`src/rtl/hilo_div_ctrl.sv`:
```
// hilo_div_ctrl
// Sequences one integer divide (DIV / DIVU) at a time through an external
// fixed-latency divider and presents the quotient / remainder to the HI/LO
// writeback.
//
// Handshake rules:
//   * Divide-by-zero skips the divider. The result is LO = all ones and
//     HI = dividend.
//   * A divider that never answers is caught by a saturating wait counter.
//     It raises the sticky timeout_err and returns a zero result.
//
// Ports
//   clk, reset            clock, synchronous active-high reset
//   flush                 synchronous pipeline flush (returns to IDLE, keeps results)
//   req_valid/req_ready   request handshake from EX
//   req_signed            1 = DIV, 0 = DIVU
//   req_dividend/divisor  32-bit operands
//   div_ce                one-cycle start pulse to the divider
//   div_dividend/divisor  operands held stable while the divider works
//   div_is_signed         operation type held stable while the divider works
//   div_ce_done           divider completion strobe
//   div_quotient/remainder divider results
//   wb_allin              writeback can take the result this cycle
//   hilo_we               HI/LO write strobe
//   lo_out / hi_out       quotient / remainder presented to HI/LO
//   busy                  stall request to issue
//   timeout_err           sticky divider-timeout flag
module hilo_div_ctrl #(
  parameter int LATENCY       = 17,
  parameter int TIMEOUT_SLACK = 4
) (
  input  logic        clk,
  input  logic        reset,
  input  logic        flush,
  input  logic        req_valid,
  input  logic        req_signed,
  input  logic [31:0] req_dividend,
  input  logic [31:0] req_divisor,
  output logic        req_ready,
  output logic        div_ce,
  output logic [31:0] div_dividend,
  output logic [31:0] div_divisor,
  output logic        div_is_signed,
  input  logic        div_ce_done,
  input  logic [31:0] div_quotient,
  input  logic [31:0] div_remainder,
  input  logic        wb_allin,
  output logic        hilo_we,
  output logic [31:0] lo_out,
  output logic [31:0] hi_out,
  output logic        busy,
  output logic        timeout_err
);

  localparam int DATA_W = 32;
  localparam int LIMIT  = LATENCY + TIMEOUT_SLACK;
  localparam int CNT_W  = (LIMIT < 2) ? 1 : $clog2(LIMIT + 1);
  localparam logic [CNT_W-1:0] CNT_MAX  = CNT_W'(LIMIT);
  localparam logic [CNT_W-1:0] CNT_LAST = CNT_W'(LIMIT - 1);

  typedef enum logic [1:0] {
    IDLE  = 2'd0,
    ISSUE = 2'd1,
    WAIT  = 2'd2,
    DONE  = 2'd3
  } state_t;

  state_t            state;
  state_t            state_nxt;
  logic [CNT_W-1:0]  cnt;
  logic              accept;
  logic              div_zero;
  logic              timeout_hit;

  assign req_ready = (state == IDLE);
  assign busy      = (state != IDLE);

  // Flush blocks acceptance.
  assign accept   = (state == IDLE) && req_valid && !flush;
  assign div_zero = (req_divisor == '0);

  // The timeout fires when the counter is about to reach its limit. The zero
  // result is then in DONE on the cycle the counter would have hit
  // LATENCY+TIMEOUT_SLACK, which is 2+LATENCY+TIMEOUT_SLACK cycles after
  // accept.
  assign timeout_hit = (state == WAIT) && !div_ce_done && (cnt >= CNT_LAST);

  // Flush and reset both cancel the start pulse and the writeback strobe of
  // the cycle in which they are asserted.
  assign div_ce  = (state == ISSUE) && !flush && !reset;
  assign hilo_we = (state == DONE) && wb_allin && !flush && !reset;

  always_comb begin
    state_nxt = state;
    case (state)
      IDLE:    if (accept) state_nxt = div_zero ? DONE : ISSUE;
      ISSUE:   state_nxt = WAIT;
      WAIT:    if (div_ce_done || timeout_hit) state_nxt = DONE;
      DONE:    if (wb_allin) state_nxt = IDLE;
      default: state_nxt = IDLE;
    endcase
    if (flush) state_nxt = IDLE;
  end

  always_ff @(posedge clk) begin
    if (reset) begin
      state         <= IDLE;
      cnt           <= '0;
      div_dividend  <= '0;
      div_divisor   <= '0;
      div_is_signed <= 1'b0;
      lo_out        <= '0;
      hi_out        <= '0;
      timeout_err   <= 1'b0;
    end else begin
      state <= state_nxt;
      if (!flush) begin
        case (state)
          IDLE: begin
            if (req_valid) begin
              if (div_zero) begin
                lo_out <= {DATA_W{1'b1}};
                hi_out <= req_dividend;
              end else begin
                div_dividend  <= req_dividend;
                div_divisor   <= req_divisor;
                div_is_signed <= req_signed;
              end
            end
          end
          ISSUE: cnt <= '0;
          WAIT: begin
            if (cnt != CNT_MAX) cnt <= cnt + 1'b1;
            if (div_ce_done) begin
              lo_out <= div_quotient;
              hi_out <= div_remainder;
            end else if (timeout_hit) begin
              timeout_err <= 1'b1;
              lo_out      <= '0;
              hi_out      <= '0;
            end
          end
          default: ;
        endcase
      end
    end
  end

endmodule

```
`config.mk`:
```
export PLATFORM = sky130hd
export DESIGN_NAME = hilo_div_ctrl
export DESIGN_NICKNAME = d
export VERILOG_FILES = /design/src/rtl/hilo_div_ctrl.sv
export SDC_FILE = /design/constraint.sdc
export NUM_CORES = 1
export LEC_CHECK = 0
export CORE_AREA = 5 5 148 150
export CTS_BUF_LIST = sky130_fd_sc_hd__clkbuf_8
export CTS_CLUSTER_SIZE = 12
export DETAILED_ROUTE_END_ITERATION = 8
export DIE_AREA = 0 0 153 155
export HOLD_SLACK_MARGIN = 0.03
export PLACE_DENSITY = 0.76
export SLEW_MARGIN = 20
export SYNTH_ARGS = -nofsm -noshare
export SYNTH_HDL_FRONTEND = slang
export SYNTH_SLANG_ARGS = --single-unit
export TNS_END_PERCENT = 1
```
`constraint.sdc`:
```
create_clock -name clk -period 3.4 [get_ports clk]
set_clock_uncertainty 0.1 [all_clocks]
set_input_delay 0.68 -clock clk [delete_from_list [all_inputs] [get_ports clk]]
set_output_delay 0.68 -clock clk [all_outputs]
set_load 0.03 [all_outputs]
```
==> results of run 1 <==
[path summary, 6_finish.rpt]
kind,end,from,cells past startpoint
worst max register to register,lo_out[19]$_SDFFE_PP0P_,state[0]$_SDFFE_PP0P_,7
worst min-delay path,div_divisor[15]$_SDFFE_PP0P_,div_divisor[15]$_SDFFE_PP0P_,2
worst min register to register,div_divisor[15]$_SDFFE_PP0P_,div_divisor[15]$_SDFFE_PP0P_,2
worst max-delay path,hilo_we,flush,4
[cells in the mapped netlist]
cell       number  share of area
a21o_1          1        0.00084
and4_1          2         0.0020
nand2b_1      163           0.11
inv_1           7         0.0029
nand2_1        66          0.028
or2_2           2         0.0014
or3_1           1        0.00070
and2_1          1        0.00070
and3_1          1        0.00070
buf_6          12          0.015
nor2b_1        66          0.046
a222oi_1        1         0.0011
a21boi_0       32          0.027
buf_1           9         0.0038
o21ai_0        66          0.037
buf_4           2         0.0017
clkbuf_1       70          0.029
o21bai_1        1        0.00084
nor2_1        136          0.057
a31oi_1         1        0.00070
xnor2_1         3         0.0029
nor4_1          8         0.0056
o21ai_1         1        0.00056
and4b_1         1         0.0011
a2111oi_0       1        0.00098
buf_2          23          0.013
nor3b_1         2         0.0017
mux2i_1       130           0.15
a21oi_1        68          0.038
nand3_1        98          0.055
ha_1            7         0.0098
a211oi_1        4         0.0034
dfxtp_1       137           0.31
nand4_1        66          0.046
[final cells by class]
type / instances / share of cell area
inverter: 7 / 0.002179
timing repair buffer: 286 / 0.2421
clock buffer: 20 / 0.02282
multi-input combinational: 929 / 0.4694
tap: 275 / 0.02853
clock inverter: 12 / 0.007470
sequential: 137 / 0.2274
[flip-flops by register name, summed over array words and instances, names as in the netlist]
name           count
div_dividend      32
div_is_signed      1
div_divisor       32
lo_out            32
cnt                5
timeout_err        1
state              2
hi_out            32
[routing by layer]
metal,vias up,share of wire
met3,42,0.052
li1,4431,-
met2,295,0.48
met5,-,0
met1,4207,0.44
met4,0,0.026
[power breakdown]
group / internal (W) / switching, W
clock: 0.000571 / 0.000694
combinational: 0.000664 / 0.000795
sequential: 0.00175 / 0.000101
total: 0.00299 / 0.00159
[stage by stage]
stage	power [W]	setup WS, ps	hold slack [ps]	util	area (µm²)
global route	0.004820	307.0	393.2	0.5867	12060
CTS	0.004623	379.7	378.0	0.5865	12060
detailed placement	0.003354	387.8	361.8	0.5687	11690
floorplan	0.002749	1241	364.3	-	8950
global placement	0.003332	400.7	356.6	0.5687	11690
finish	0.004579	373.4	374.0	0.5867	12060
[cell families (layout without fill, tap and decap cells)]
group,Yosys count,in the layout,synth area share
AO/OA/AOI/OAI,176,176,0.1102
XOR/XNOR,3,3,0.002936
adder cells (fa/ha/maj),7,7,0.009786
buffers and inverters,123,325,0.06571
flip-flops,137,137,0.3064
multiplexers,130,130,0.1454
AND/OR/NAND/NOR,613,613,0.3596
[critical path, delay by kind of cell]
family | cells | cell delay [ps]
AND/OR/NAND/NOR | 2 | 360
buffers and inverters | 2 | 1200
==> run metrics, run 1 <==
status complete, no violations; Final min period 3027 ps; Netlist Area Pre-Place 8950 µm²; Worst EP required 2620 ps; Syn Nets 1331; Cells after DPL 1634; CP Capture Type output port; most frequent cells in the layout clkdlybuf4s50_1 (266), nand2b_1 (163), dfxtp_1 (137); CP dominant cell by count clkdlybuf4s50_1; # DRC 0; Starting Density 0.4354; detailed-route wire length per cell 16.75 µm; R2R Setup Slk 720 ps; setup tns final 0 ps; post-CTS resize count 0; CTS Hold Bufs 0; worst-margin pin slew 1050 ps; via-per-instance ratio 5.387; headroom to the max-slew limit 0.3000; area of the core 20560 µm²; IO Port Bufs 268; Synth Area per Inst 7.527 µm²; number of detailed-route iterations in the first pass 6; Hold WC Path Type register to register; Seq/Total Area, Yosys 0.3064; yosys warns 0; TritonCTS clock tree built; met1 GRT Util 0.2985; Register Area 2743 µm²; Slowest-stage cell, CP clkdlybuf4s50_1; DR vias 8975; Synth Register Bits 137; worst-skew pair later-pin latency 440 ps; # Max-Cap Violations 0; CP max FO 7; final hold violation count 0; layout cells sized above 1 0.04242; antenna diode count 0; commonest non-fill, non-tap cell in the layout clkdlybuf4s50_1; initial antenna violation count 0; Mapped Cells 1189; GR Overflow Total 0; CP Launch Type primary input; htree depth 4; post-synthesis cell type count 34; layer with the highest usage met2; die area 23720 µm²; CTS Buf Count 17; Finished Layout Cells 1666; met3 usage 0.04423; Max Freq 0.3304 GHz; ANT nets after route 0; post-CTS setup buffer count 0; # clock sinks 137; Final setup viols 0; Initial DRC Count 628; Global Route Usage Sum 0.2265; CTS max path bufs 2; global placement routability congestion 0.8175; worst setup path class primary input to output port; Layout area overhead 34.75%; Clock transition at path regs 80 ps; largest net degree at the start of global routing 155; max incr delay on CP 660 ps; CP Cell Sequence clkdlybuf4s50_1 > nor2_1 > and3_1 > clkdlybuf4s50_1; Cell Pwr Density 379.7 nW/µm²; Die W 153 µm; Leak 4.420 nW; num rows 53; # fillers 1897; DP HPWL 18350 µm; # IOs 269; CP Data Arrival Time 2250 ps; Routed WL 27900 µm; DIE HEIGHT 155 µm; Root Driver clkbuf_8; RSZ-0062 raised after global routing false; Net count, final 1520; Peak VDD IR 202.5 µV; multi-input logic area 5662 µm²; Slew Limit Fails 0; global-route met2 utilization 0.3734; vias in the first global route 8481; global-route wire length before repair 44900 µm; final period utilization 0.8902
No activity file was read; power rests on OpenSTA's default activity.
==> run 2, diff against run 1 <==
--- a/config.mk
+++ b/config.mk
@@ -10,6 +10,7 @@
 export CTS_CLUSTER_SIZE = 12
 export DETAILED_ROUTE_END_ITERATION = 8
 export DIE_AREA = 0 0 153 155
+export GPL_ROUTABILITY_DRIVEN = 0
 export HOLD_SLACK_MARGIN = 0.03
 export PLACE_DENSITY = 0.76
 export SLEW_MARGIN = 20
==> results of run 2 <==
The final DEF is identical to that of run 1; final timing and power are the same.
==> run 3, diff against run 2 <==
--- a/config.mk
+++ b/config.mk
@@ -5,14 +5,16 @@
 export SDC_FILE = /design/constraint.sdc
 export NUM_CORES = 1
 export LEC_CHECK = 0
-export CORE_AREA = 5 5 148 150
+export CAP_MARGIN = 20
+export CORE_AREA = 2 2 145 147
 export CTS_BUF_LIST = sky130_fd_sc_hd__clkbuf_8
 export CTS_CLUSTER_SIZE = 12
 export DETAILED_ROUTE_END_ITERATION = 8
-export DIE_AREA = 0 0 153 155
+export DIE_AREA = 0 0 147 149
 export GPL_ROUTABILITY_DRIVEN = 0
 export HOLD_SLACK_MARGIN = 0.03
 export PLACE_DENSITY = 0.76
+export SKIP_CTS_REPAIR_TIMING = 1
 export SLEW_MARGIN = 20
 export SYNTH_ARGS = -nofsm -noshare
 export SYNTH_HDL_FRONTEND = slang
==> run 3 against run 2 <==
Register-to-register slack gained 180 ps. First-iteration DRC count shrank 14%. Core utilization is 0.15 points lower. Hold slack better by 2.5 ps. Count of clock-buffer cells in the layout is 3 lower. Sequential cell count unchanged. Sequential share of layout area increased by 0.059 points. Combinational power about the same. Critical path depth unchanged.
==> run metrics, run 3 (synthesis results as in run 1) <==
status complete, no violations; Worst EP required 2620 ps (about the same); CP max FO 7 (unchanged); worst-skew pair later-pin latency 460 ps (+20 ps); detailed-route wire length per cell 16.24 µm (-3.1%); Routed WL 27080 µm (-2.9%); CTS max path bufs 2 (unchanged); die area 21900 µm² (-7.6%); Max Freq 0.3270 GHz (-1.0%); Hold WC Path Type register to register; metal3 WL 1573 µm (+9.4%); CP Data Arrival Time 2280 ps (+30 ps); worst setup path class primary input to output port; Peak VDD IR 228.8 µV (+13%); area of the core 20560 µm² (unchanged); # clock sinks 137 (unchanged); layout cells sized above 1 0.04310 (+0.0006879); Root Driver clkbuf_8; final hold violation count 0 (unchanged); Global Route Usage Sum 0.2433 (+0.01672); Finished Core Util 0.5851 (-0.001522); CP Launch Type primary input; via-per-instance ratio 5.370 (-0.32%); setup tns final 0 ps (unchanged); most frequent cells in the layout clkdlybuf4s50_1 (266), nand2b_1 (163), dfxtp_1 (137); post-route cell area 12030 µm² (-0.26%); DR top layer met4; # IOs 269 (unchanged); # Max-Cap Violations 0 (unchanged); DR vias 8957 (-0.20%); num rows 53 (unchanged); RSZ-0062 raised after global routing false; ANT nets after route 0 (unchanged); Starting Density 0.4354 (unchanged); worst-margin pin slew 1105 ps (+55.17 ps); final worst slack 342.0 ps (-31.40 ps); Slew Limit Fails 0 (unchanged); vias in the first global route 8592 (+1.3%); DIE HEIGHT 149 µm (-3.9%); headroom to the max-slew limit 0.2632 (-0.03678); Clock transition at path regs 90 ps (about the same); Met2 Wirelength 13210 µm (-1.3%); largest net degree at the start of global routing 113 (-27%); htree depth 4 (unchanged); Cell Pwr Density 386.1 nW/µm² (+1.7%); dpl cell area 11650 µm² (-0.36%); # DRC 0 (unchanged); Leak 4.415 nW (-0.11%); total power 0.004645 W (+1.4%); CP Capture Type output port; Final min period 3058 ps (+31.40 ps); Final setup viols 0 (unchanged); TritonCTS clock tree built; final period utilization 0.8994 (+0.009234); GR Overflow Total 0 (unchanged); DP HPWL 17410 µm (-5.1%); initial antenna violation count 0 (unchanged); IO Port Bufs 268 (unchanged); CTS Buf Count 17 (unchanged); Net count, final 1521 (+0.066%); Die W 147 µm (-3.9%); number of detailed-route iterations in the first pass 5 (-1); global-route wire length before repair 43680 µm (-2.7%); met1 WL 11680 µm (-5.4%); Layout area overhead 34.40%; Initial DRC Count 541 (-14%); pre-CTS setup slack 345.6 ps (-42.20 ps); commonest non-fill, non-tap cell in the layout clkdlybuf4s50_1
[run 3: changes by cell type in the layout (fill, tap and decap cells not counted), sizes merged]
cell / previous run / this run
clkinv: 5 / 6
buf: 19 / 20
clkinvlp: 2 / 1
clkbuf: 21 / 18
inv: 12 / 14
diode: 0 / 1
bufinv: 0 / 1
[run 3: per-stage QoR]
step	hold WS, ps	cells
after floorplan	364.3	1189
after global placement	355.8	1635
after detailed placement	360.4	1635
after CTS	379.3	1667
after global routing	396.2	1667
final	376.5	1668
[run 3: where the power goes]
| part | total, W | switching, W | internal [W] |
|---|---|---|---|
| clock | 0.00134 | 0.000745 | 0.000595 |
| sequential | 0.00186 | 0.000106 | 0.00175 |
| combinational | 0.00144 | 0.000785 | 0.000659 |
| total | 0.00464 | 0.00164 | 0.00301 |
[run 3: area by class of cell]
class / count / area (µm²)
tap: 275 / 344.1
sequential: 137 / 2743
fill: 1867 / 8528
multi-input combinational: 929 / 5662
clock buffer: 17 / 234.0
timing repair buffer: 287 / 2874
antenna: 1 / 2.502
inverter: 7 / 26.28
clock inverter: 15 / 143.9
[run 3: path summary, 6_finish.rpt]
kind,start,endpoint,slack [ps],cells after the start
hold reg to reg,div_is_signed$_SDFFE_PP0P_,div_is_signed$_SDFFE_PP0P_,380,2
setup reg to reg,state[0]$_SDFFE_PP0P_,lo_out[3]$_SDFFE_PP0P_,900,8
hold / removal,div_is_signed$_SDFFE_PP0P_,div_is_signed$_SDFFE_PP0P_,380,2
setup / recovery,flush,hilo_we,340,4
[run 3: critical path: stages]
cell             delay [ps]
clkdlybuf4s50_1         550
nor2_1                  200
and3_1                  180
clkdlybuf4s50_1         670
[run 3: routing by layer]
metal	up-vias	global-route usage
met3	39	0.04251
met1	4182	0.3063
li1	4445	-
met4	0	0.08510
met5	-	0
met2	291	0.4218
